File: src/rtl/arashi_pkg.sv
// Shared types and constants for the arashi host-side thread issuer.
// Thread FSM state encoding, host op codes and ctrl nibble layout.
package arashi_pkg;

  typedef enum logic [1:0] {
    IDLE    = 2'd0,
    WR_WAIT = 2'd1,
    RD_WAIT = 2'd2,
    RSP     = 2'd3
  } thread_state_e;

  localparam logic [1:0] OP_NOP = 2'b00;
  localparam logic [1:0] OP_WR  = 2'b01;
  localparam logic [1:0] OP_RD  = 2'b10;
  localparam logic [1:0] OP_ILL = 2'b11;

  localparam int CTRL_W_ENA = 0;
  localparam int CTRL_R_ENA = 1;
  localparam int CTRL_W_ID  = 2;
  localparam int CTRL_R_ID  = 3;

  // The id bit only appears in the field of the enable that is active.
  function automatic logic [3:0] make_ctrl(input logic w_ena, input logic r_ena, input logic id);
    logic [3:0] c;
    c             = '0;
    c[CTRL_W_ENA] = w_ena;
    c[CTRL_R_ENA] = r_ena;
    c[CTRL_W_ID]  = w_ena & id;
    c[CTRL_R_ID]  = r_ena & id;
    return c;
  endfunction

endpackage

File: src/rtl/arashi_thread_issuer_if.sv
// Host command/response and core ctrl/data bundle for all issuer threads.
// master = host plus core side, slave = the issuer.
interface arashi_thread_issuer_if #(
    parameter int DATA_WIDTH       = 32,
    parameter int THREAD_NUM_WIDTH = 2
);
    localparam int T = 1 << THREAD_NUM_WIDTH;

    logic [T-1:0]            cmd_valid;
    logic [T-1:0]            cmd_ready;
    logic [2*T-1:0]          cmd_op;
    logic [T-1:0]            cmd_id;
    logic [DATA_WIDTH*T-1:0] cmd_wdata;
    logic [T-1:0]            rsp_valid;
    logic [T-1:0]            rsp_ready;
    logic [T-1:0]            rsp_err;
    logic [DATA_WIDTH*T-1:0] rsp_data;
    logic [4*T-1:0]          ctrl;
    logic [DATA_WIDTH*T-1:0] data_in;
    logic [T-1:0]            w_ready;
    logic [T-1:0]            r_ready;
    logic [DATA_WIDTH*T-1:0] data_out;

    modport master (
        output cmd_valid, cmd_op, cmd_id, cmd_wdata, rsp_ready, w_ready, r_ready, data_out,
        input  cmd_ready, rsp_valid, rsp_err, rsp_data, ctrl, data_in
    );

    modport slave (
        input  cmd_valid, cmd_op, cmd_id, cmd_wdata, rsp_ready, w_ready, r_ready, data_out,
        output cmd_ready, rsp_valid, rsp_err, rsp_data, ctrl, data_in
    );
endinterface

File: src/rtl/arashi_thread_fsm.sv
// One issuer thread: request FSM, wait watchdog and registered core/response outputs.
// Outputs are registered from the next state, so they track the state one cycle after accept.
module arashi_thread_fsm
    import arashi_pkg::*;
#(
    parameter int DATA_WIDTH = 32,
    parameter int TIMEOUT    = 255
) (
    input  logic                  clk,
    input  logic                  rstn,
    input  logic                  cmd_valid,
    output logic                  cmd_ready,
    input  logic [1:0]            cmd_op,
    input  logic                  cmd_id,
    input  logic [DATA_WIDTH-1:0] cmd_wdata,
    output logic                  rsp_valid,
    input  logic                  rsp_ready,
    output logic                  rsp_err,
    output logic [DATA_WIDTH-1:0] rsp_data,
    output logic [3:0]            ctrl,
    output logic [DATA_WIDTH-1:0] data_in,
    input  logic                  w_ready,
    input  logic                  r_ready,
    input  logic [DATA_WIDTH-1:0] data_out
);
    localparam int CNT_W = (TIMEOUT > 2) ? $clog2(TIMEOUT) : 1;

    thread_state_e           state, state_n;
    logic [CNT_W-1:0]        cnt, cnt_n;
    logic                    id_q, id_n;
    logic [DATA_WIDTH-1:0]   wdata_n, rsp_data_n;
    logic                    rsp_err_n;
    logic                    expired;

    assign cmd_ready = (state == IDLE);
    assign expired   = (TIMEOUT != 0) && (cnt == CNT_W'(TIMEOUT - 1));

    always_comb begin
        state_n    = state;
        cnt_n      = cnt;
        id_n       = id_q;
        wdata_n    = data_in;
        rsp_err_n  = rsp_err;
        rsp_data_n = rsp_data;
        case (state)
            IDLE: begin
                cnt_n = '0;
                if (cmd_valid) begin
                    case (cmd_op)
                        OP_WR: begin
                            state_n = WR_WAIT;
                            id_n    = cmd_id;
                            wdata_n = cmd_wdata;
                        end
                        OP_RD: begin
                            state_n = RD_WAIT;
                            id_n    = cmd_id;
                        end
                        OP_ILL: begin
                            state_n    = RSP;
                            rsp_err_n  = 1'b1;
                            rsp_data_n = '0;
                        end
                        OP_NOP:  ;
                        default: ;
                    endcase
                end
            end
            // The strobe is tested before the watchdog so a same-cycle strobe wins.
            WR_WAIT: begin
                if (w_ready) begin
                    state_n = IDLE;
                end else if (expired) begin
                    state_n    = RSP;
                    rsp_err_n  = 1'b1;
                    rsp_data_n = '0;
                end else begin
                    cnt_n = cnt + 1'b1;
                end
            end
            RD_WAIT: begin
                if (r_ready) begin
                    state_n    = RSP;
                    rsp_err_n  = 1'b0;
                    rsp_data_n = data_out;
                end else if (expired) begin
                    state_n    = RSP;
                    rsp_err_n  = 1'b1;
                    rsp_data_n = '0;
                end else begin
                    cnt_n = cnt + 1'b1;
                end
            end
            RSP: begin
                if (rsp_ready) state_n = IDLE;
            end
            default: state_n = IDLE;
        endcase
    end

    always_ff @(posedge clk) begin
        if (!rstn) begin
            state     <= IDLE;
            cnt       <= '0;
            id_q      <= 1'b0;
            ctrl      <= '0;
            data_in   <= '0;
            rsp_valid <= 1'b0;
            rsp_err   <= 1'b0;
            rsp_data  <= '0;
        end else begin
            state     <= state_n;
            cnt       <= cnt_n;
            id_q      <= id_n;
            ctrl      <= make_ctrl(state_n == WR_WAIT, state_n == RD_WAIT, id_n);
            data_in   <= (state_n == WR_WAIT) ? wdata_n : '0;
            rsp_valid <= (state_n == RSP);
            rsp_err   <= (state_n == RSP) ? rsp_err_n : 1'b0;
            rsp_data  <= (state_n == RSP) ? rsp_data_n : '0;
        end
    end
endmodule

File: src/rtl/arashi_thread_issuer.sv
// Host-side issuer for arashi_top: one independent arashi_thread_fsm per thread.
// The core arbitrates between threads, so this level only slices the buses.
module arashi_thread_issuer
    import arashi_pkg::*;
#(
    parameter int DATA_WIDTH       = 32,
    parameter int THREAD_NUM_WIDTH = 2,
    parameter int TIMEOUT          = 255
) (
    input logic                   clk,
    input logic                   rstn,
    arashi_thread_issuer_if.slave bus
);
    localparam int T = 1 << THREAD_NUM_WIDTH;

    if (THREAD_NUM_WIDTH < 2 || THREAD_NUM_WIDTH > 4) begin : g_bad_param
        $error("arashi_thread_issuer: THREAD_NUM_WIDTH must be in 2..4");
    end

    for (genvar i = 0; i < T; i++) begin : g_thread
        arashi_thread_fsm #(
            .DATA_WIDTH (DATA_WIDTH),
            .TIMEOUT    (TIMEOUT)
        ) u_fsm (
            .clk       (clk),
            .rstn      (rstn),
            .cmd_valid (bus.cmd_valid[i]),
            .cmd_ready (bus.cmd_ready[i]),
            .cmd_op    (bus.cmd_op[2*i +: 2]),
            .cmd_id    (bus.cmd_id[i]),
            .cmd_wdata (bus.cmd_wdata[DATA_WIDTH*i +: DATA_WIDTH]),
            .rsp_valid (bus.rsp_valid[i]),
            .rsp_ready (bus.rsp_ready[i]),
            .rsp_err   (bus.rsp_err[i]),
            .rsp_data  (bus.rsp_data[DATA_WIDTH*i +: DATA_WIDTH]),
            .ctrl      (bus.ctrl[4*i +: 4]),
            .data_in   (bus.data_in[DATA_WIDTH*i +: DATA_WIDTH]),
            .w_ready   (bus.w_ready[i]),
            .r_ready   (bus.r_ready[i]),
            .data_out  (bus.data_out[DATA_WIDTH*i +: DATA_WIDTH])
        );
    end
endmodule

File: src/flat_wrapper.sv
// flat-port wrapper written by rule: the top's interface ports become plain ports
module arashi_thread_issuer_flat import arashi_pkg::*;
#(
    parameter int DATA_WIDTH       = 32,
    parameter int THREAD_NUM_WIDTH = 2,
    parameter int TIMEOUT          = 255
)
  (clk, rstn, bus_cmd_valid, bus_cmd_op, bus_cmd_id, bus_cmd_wdata, bus_rsp_ready, bus_w_ready, bus_r_ready, bus_data_out, bus_cmd_ready, bus_rsp_valid, bus_rsp_err, bus_rsp_data, bus_ctrl, bus_data_in);
  arashi_thread_issuer_if #(.DATA_WIDTH(DATA_WIDTH), .THREAD_NUM_WIDTH(THREAD_NUM_WIDTH)) bus_i ();
  input logic clk;
  input logic rstn;
  input wire logic [$bits(bus_i.cmd_valid)-1:0] bus_cmd_valid;
  input wire logic [$bits(bus_i.cmd_op)-1:0] bus_cmd_op;
  input wire logic [$bits(bus_i.cmd_id)-1:0] bus_cmd_id;
  input wire logic [$bits(bus_i.cmd_wdata)-1:0] bus_cmd_wdata;
  input wire logic [$bits(bus_i.rsp_ready)-1:0] bus_rsp_ready;
  input wire logic [$bits(bus_i.w_ready)-1:0] bus_w_ready;
  input wire logic [$bits(bus_i.r_ready)-1:0] bus_r_ready;
  input wire logic [$bits(bus_i.data_out)-1:0] bus_data_out;
  output wire logic [$bits(bus_i.cmd_ready)-1:0] bus_cmd_ready;
  output wire logic [$bits(bus_i.rsp_valid)-1:0] bus_rsp_valid;
  output wire logic [$bits(bus_i.rsp_err)-1:0] bus_rsp_err;
  output wire logic [$bits(bus_i.rsp_data)-1:0] bus_rsp_data;
  output wire logic [$bits(bus_i.ctrl)-1:0] bus_ctrl;
  output wire logic [$bits(bus_i.data_in)-1:0] bus_data_in;
  assign bus_i.cmd_valid = bus_cmd_valid;
  assign bus_i.cmd_op = bus_cmd_op;
  assign bus_i.cmd_id = bus_cmd_id;
  assign bus_i.cmd_wdata = bus_cmd_wdata;
  assign bus_i.rsp_ready = bus_rsp_ready;
  assign bus_i.w_ready = bus_w_ready;
  assign bus_i.r_ready = bus_r_ready;
  assign bus_i.data_out = bus_data_out;
  assign bus_cmd_ready = bus_i.cmd_ready;
  assign bus_rsp_valid = bus_i.rsp_valid;
  assign bus_rsp_err = bus_i.rsp_err;
  assign bus_rsp_data = bus_i.rsp_data;
  assign bus_ctrl = bus_i.ctrl;
  assign bus_data_in = bus_i.data_in;
  arashi_thread_issuer #(.DATA_WIDTH(DATA_WIDTH), .THREAD_NUM_WIDTH(THREAD_NUM_WIDTH), .TIMEOUT(TIMEOUT)) u_core (.clk(clk), .rstn(rstn), .bus(bus_i));
endmodule
File: config.mk
export PLATFORM = sky130hd
export DESIGN_NAME = arashi_thread_issuer_flat
export DESIGN_NICKNAME = d
export VERILOG_FILES = /design/src/rtl/arashi_pkg.sv /design/src/rtl/arashi_thread_issuer_if.sv /design/src/rtl/arashi_thread_fsm.sv /design/src/rtl/arashi_thread_issuer.sv /design/src/flat_wrapper.sv
export SDC_FILE = /design/constraint.sdc
export NUM_CORES = 1
export LEC_CHECK = 0
export ABC_AREA = 0
export CAP_MARGIN = 15
export CORE_AREA = 2 2 222 224
export CTS_BUF_LIST = sky130_fd_sc_hd__clkbuf_2
export DETAILED_ROUTE_END_ITERATION = 7
export DIE_AREA = 0 0 224 226
export SLEW_MARGIN = 20
export SYNTH_ARGS = -nofsm -noshare
export SYNTH_HDL_FRONTEND = slang
export SYNTH_HIERARCHICAL = 1
export SYNTH_SLANG_ARGS = --single-unit
File: constraint.sdc
create_clock -name clk -period 5.5 [get_ports clk]
set_input_delay 1.1 -clock clk [delete_from_list [all_inputs] [get_ports clk]]
set_output_delay 1.1 -clock clk [all_outputs]
set_load 0.005 [all_outputs]
# Word level (Yosys, flattened, before mapping)
# Cells that the tools add are included.
[classes]
addsub = 4
n_eq_ne = 56
mux = 104
bitwise = 8
reduce_logical = 32
[op_table]
columns = ["op", "n"]
rows = [
  ["two-way mux 32 bit", 20],
  ["case mux 32 bit (3 select lines)", 4],
  ["two-way mux 8 bit", 12],
  ["case mux 8 bit (3 select lines)", 4],
  ["== test 2 bit, second input constant", 24],
  ["two-way mux 2 bit", 20],
  ["adder 8 x 1 -> 8 bit, second input constant", 4],
  ["== test 8 bit, second input constant", 4],
  ["two-way mux 1 bit", 32],
  ["case mux 2 bit (4 select lines)", 4],
  ["== test 2 x 1 -> 1 bit, second input constant", 12],
  ["!= test 2 bit, second input constant", 12],
  ["case mux 2 bit (3 select lines)", 4],
  ["AND reduction 3 bit", 8],
  ["AND reduction 2 bit", 8],
  ["AND reduction 4 bit", 4],
  ["case mux 1 bit (3 select lines)", 4],
  ["nonzero test 3 bit", 4],
  ["AND 1 bit", 8],
  ["zero test 2 bit", 4],
  ["!= test 2 x 1 -> 1 bit, second input constant", 4],
  ["OR reduction 2 bit", 4],
]
[totals]
ff_bits = 324
output_inout_bits = 284
elab_cells = 236

# Depth between registers and ports, before layout
[logic_depth]
ltp_word = 6
ltp_mapped = 9

# Cells and area by module
# Netlist, hierarchy kept.
[by_module_without_submodules]
columns = ["mod", "instances", "cells_per_inst", "area_each_um2"]
rows = [
  ["arashi_thread_fsm (u_core.g_thread[0].u_fsm ...)", 3, 419, 4185.3],
  ["arashi_thread_fsm (u_core.g_thread[3].u_fsm)", 1, 418, 4305.4],
]

# Worst setup path after synthesis
# No wires, ideal clock.
[synth_path]
kind = "input port to flip-flop"
from = "input port bus_cmd_op[6]"
to = "register u_core.g_thread[3].u_fsm.data_in[12]"
arrival_ns = 2.518
required_ns = 5.356
slack_ns = 2.838
cell_stages = 7
path_cell_list = "inv_1 -> ha_1 -> nor2b_1 -> mux2_2 -> a32oi_2 -> buf_6 -> nor4_2"
[synth_between]
elab_chain_len = 6
[synth_rtl]
columns = ["element", "line_no", "rtl"]
rows = [
  ["from (decl)", "flat_wrapper.sv:13", "input wire logic [$bits(bus_i.cmd_op)-1:0] bus_cmd_op;"],
  ["== test 2 bit or == test 2 x 1 -> 1 bit (tied branches)", "arashi_thread_fsm.sv:49", "case (cmd_op)"],
  ["case mux 2 bit (3 select lines)", "arashi_thread_fsm.sv:49", ""],
  ["two-way mux 2 bit", "arashi_thread_fsm.sv:48", "if (cmd_valid) begin"],
  ["case mux 2 bit (4 select lines)", "arashi_thread_fsm.sv:45", "case (state)"],
  ["== test 2 x 1 -> 1 bit", "arashi_thread_fsm.sv:116", "data_in <= (state_n == WR_WAIT) ? wdata_n : '0;"],
  ["AND reduction 2 bit (no line)", "n/a", ""],
  ["to (signal assigned)", "arashi_thread_fsm.sv:116", ""],
  ["to (decl)", "arashi_thread_fsm.sv:21", "output logic [DATA_WIDTH-1:0] data_in,"],
]
# Several ways; a longest one is shown, not always the timed one.
# A chain may end at the register's enable or synchronous reset.

# Worst setup path in the final report
[layout_path]
from = "register u_core.g_thread[0].u_fsm.state[0]"
to = "output port bus_cmd_ready[0]"
[layout_between]
elab_chain_len = 1
[layout_rtl]
columns = ["element", "line_no", "rtl"]
rows = [
  ["from (decl)", "arashi_thread_fsm.sv:28", "thread_state_e state, state_n;"],
  ["from (signal assigned)", "arashi_thread_fsm.sv:112", "state <= state_n;"],
  ["zero test 2 bit", "arashi_thread_fsm.sv:35", "assign cmd_ready = (state == IDLE);"],
  ["to (decl)", "flat_wrapper.sv:20", "output wire logic [$bits(bus_i.cmd_ready)-1:0] bus_cmd_ready;"],
]
# Every way passes these cells.

==> reports/results.ini <==
[outcome]
run_status = finished, final reports clean

[critical_path]
critPathKind = reg2out
cp_top_family = buffers and inverters
cp-end-kind = primary output
worstReg2RegEnd = u_core/g_thread[1].u_fsm/data_in[23]
path_cells = inv_1 -> ha_1 -> clkdlybuf4s50_1
cp.required_ns = 4.40
cp.arrival_ns = 2.52
crit_fanout = 9
max_stage_delay_ns = 0.65
slowest_stage = clkdlybuf4s50_1
r2r-start = u_core/g_thread[1].u_fsm/state[0]
rr_worst_depth = 6
r2r_setup_slack_ns = 2.77
critPathBufInv = 2
startpoint_type = flop

[detailed_routing]
drt_iter0_markers = 959
antenna_left = 0
first_pass_iters = 5
vias = 16191
wl_per_cell_um = 21.3
via_per_inst = 5.68
route.detailed.drc = 0
wl_um = 60700

[yosys]
netlist.area_leader.share = 0.385
synthCells = 1675
yosys-top-cells-area = dfxtp_1 38%, mux2i_1 7.8%, nor4_1 7.0%, a311oi_1 6.6%, and4_1 6.6%
yosysWarningCount = 6
synth_edf_count = 0
syn_area_sq_um = 16900
synth_top_cell_by_area = dfxtp_1
syn_nets = 2004
synth_flop_cell = dfxtp_1
synthDistinctLibCells = 45
yosysSeqAreaShare = 0.385
ys_ff_latch = 324
async_reset_ff_frac = 0
synth_area_per_cell_sq_um = 10.1

[place]
dp_cells = 2687
gp_congestion = 0.812
portBuffers = 569
dpl.hpwl_um = 39800
place_ws_ns = 1.51

[grt]
first_global_vias = 16173
track_usage = 0.227
grt-ovfl-total = 0
grt_max_degree = 72
grt_first_pass_wirelength_um = 91900
antenna_found_initial = 3

[clock_network]
post_cts_resized = 0
cts_buffer_depth = 3
numCtsBuffers = 91
holdBufCountCts = 0
cts_setup_buffers = 0
htreeDepth = 3
clkLatencyLatePin_ns = 1.00
cts_root_buf = clkbuf_2
clkSinkCount = 324
cts_tree = yes
path_clk_slew_ns = 0.10

[timing]
final-hold-violation-count = 0
slew_headroom = 0.259
layout_setup_ws_ns = 1.88
rsz0062_at_grt = no
post-route-period-util = 0.658
worstMarginPinSlew_ns = 1.11
finalClockSkew_ns = 0.0622
min_period_ns = 3.62
setup_tns_ns = 0
whs_ns = 0.519
slew_violations = 0
setup_violations = 0
max_freq_mhz = 276

[cells_and_area]
final_util = 0.483
drive_above_1_share = 0.133
syn2layout_area_growth_pct = 38.4
nets = 2489
final_cells = 2852

[power]
worst_ir_drop_vdd_mv = 0.281
p_per_area_nw_per_um2 = 336
p_leak_nw = 8.55

[floorplanning]
io_pins = 570
rows = 81
core_sq_um = 48300
die_w_um = 224
die_area_sq_um = 50600
die_h_um = 226
initial_utilization = 0.349

[run]
maxCapViolCount = 0

[min_path]
hold_depth = 2
whs_endpoint = u_core/g_thread[1].u_fsm/cnt[1]
worstHoldStart = u_core/g_thread[1].u_fsm/cnt[1]
hold_path_class = reg2reg

-- final cells by class --
type | count | area, sq um
fill | 4664 | 25000
multi-input combinational | 1119 | 9260
sequential | 324 | 6490
timing repair buffer | 592 | 5890
tap | 622 | 778
clock buffer | 142 | 711
inverter | 32 | 121
clock inverter | 19 | 75.1
antenna | 2 | 5.00
-- state kept, by name, indices dropped and copies added, names as in the netlist --
register                         count
u_core/g_thread.u_fsm/data_in      128
u_core/g_thread.u_fsm/ctrl          16
u_core/g_thread.u_fsm/cnt           32
u_core/g_thread.u_fsm/state          8
u_core/g_thread.u_fsm/rsp_err        4
u_core/g_thread.u_fsm/rsp_valid      4
u_core/g_thread.u_fsm/id_q           4
u_core/g_thread.u_fsm/rsp_data     128
-- how the worst max path moves through the flow --
stage                                            startpoint                                    to  slack [ns]  cells after the start
final                     u_core/g_thread[0].u_fsm/state[0]                      bus_cmd_ready[0]        1.88                      3
after global routing      u_core/g_thread[1].u_fsm/state[0]                      bus_cmd_ready[1]        1.67                      3
after CTS                 u_core/g_thread[0].u_fsm/state[0]                      bus_cmd_ready[0]        1.68                      3
after detailed placement                      bus_cmd_op[6]      u_core/g_thread[3].u_fsm/ctrl[0]        1.51                      8
after global placement                        bus_cmd_op[4]  u_core/g_thread[2].u_fsm/data_in[26]        1.58                      8
after floorplan                               bus_cmd_op[6]  u_core/g_thread[3].u_fsm/data_in[12]        2.84                      7
-- cell usage after synthesis, types with 7 or more instances --
cell type  count
clkbuf_1     120
o21ai_0       28
buf_6         51
a21o_1         8
dfxtp_1      324
a32o_1         8
nor2_1        36
nor2b_1        8
nor4_2        78
nand3_1       16
nor3_1        12
ha_1          43
and3_1        19
a21boi_0     128
buf_2         18
o211ai_1       8
and4_1       128
inv_1         28
clkbuf_2       7
mux2i_1      132
nor4_1       190
a21oi_1       36
nand2_1       20
or3_1         16
a311oi_1     128
nand4_1        8
a211o_1        8
mux2_2         7
-- metal layers --
| layer | global-route usage | part of all wire |
|---|---|---|
| met1 | 0.266 | 0.41 |
| met2 | 0.377 | 0.47 |
| met3 | 0.0811 | 0.090 |
| met4 | 0.0910 | 0.028 |
| met5 | 0 | 0 |
-- cells by family after synthesis --
kind of cell | synth area share
fa+ha+maj | 0.0319
xor+xnor | 0.00416
simple gates | 0.239
flops | 0.385
compound gates | 0.180
buf+inv | 0.0762
mux | 0.0837
-- report_power, final --
part / total [mW] / internal (mW) / switching (mW)
registers: 2.53 / 2.45 / 0.0800
clock network: 1.73 / 0.674 / 1.06
logic: 3.57 / 0.925 / 2.65
-- cells in the final DEF, fill, tap and decap left out, drive strengths merged, types with 8 or more instances in the layout --
cell / instances
nor3: 12
nor2: 36
nor4: 268
o21ai: 32
ha: 43
a211o: 8
a21oi: 36
clkdlybuf4s50: 569
and4: 132
a21boi: 128
inv: 32
and3: 20
nand2: 20
nand3: 16
mux2i: 132
clkinv: 19
a21o: 8
mux2: 8
clkbuf: 142
dfxtp: 324
nor2b: 8
or3: 16
a221oi: 8
buf: 23
a32o: 8
o211ai: 8
nand4: 8
a311oi: 128
-- per-stage QoR --
stage,instance area (sq um),power (mW)
after floorplan,16900,5.43
after global placement,22500,6.08
after detailed placement,22500,6.11
after CTS,23300,7.89
after global routing,23300,8.31
final,23300,7.84
-- tightest hold or removal path, stage by stage (launching register included) --
cell and delay (ns):
dfxtp_1 0.34, o21ai_0 0.08, a21oi_1 0.06
(Power assumes the default switching activity.)
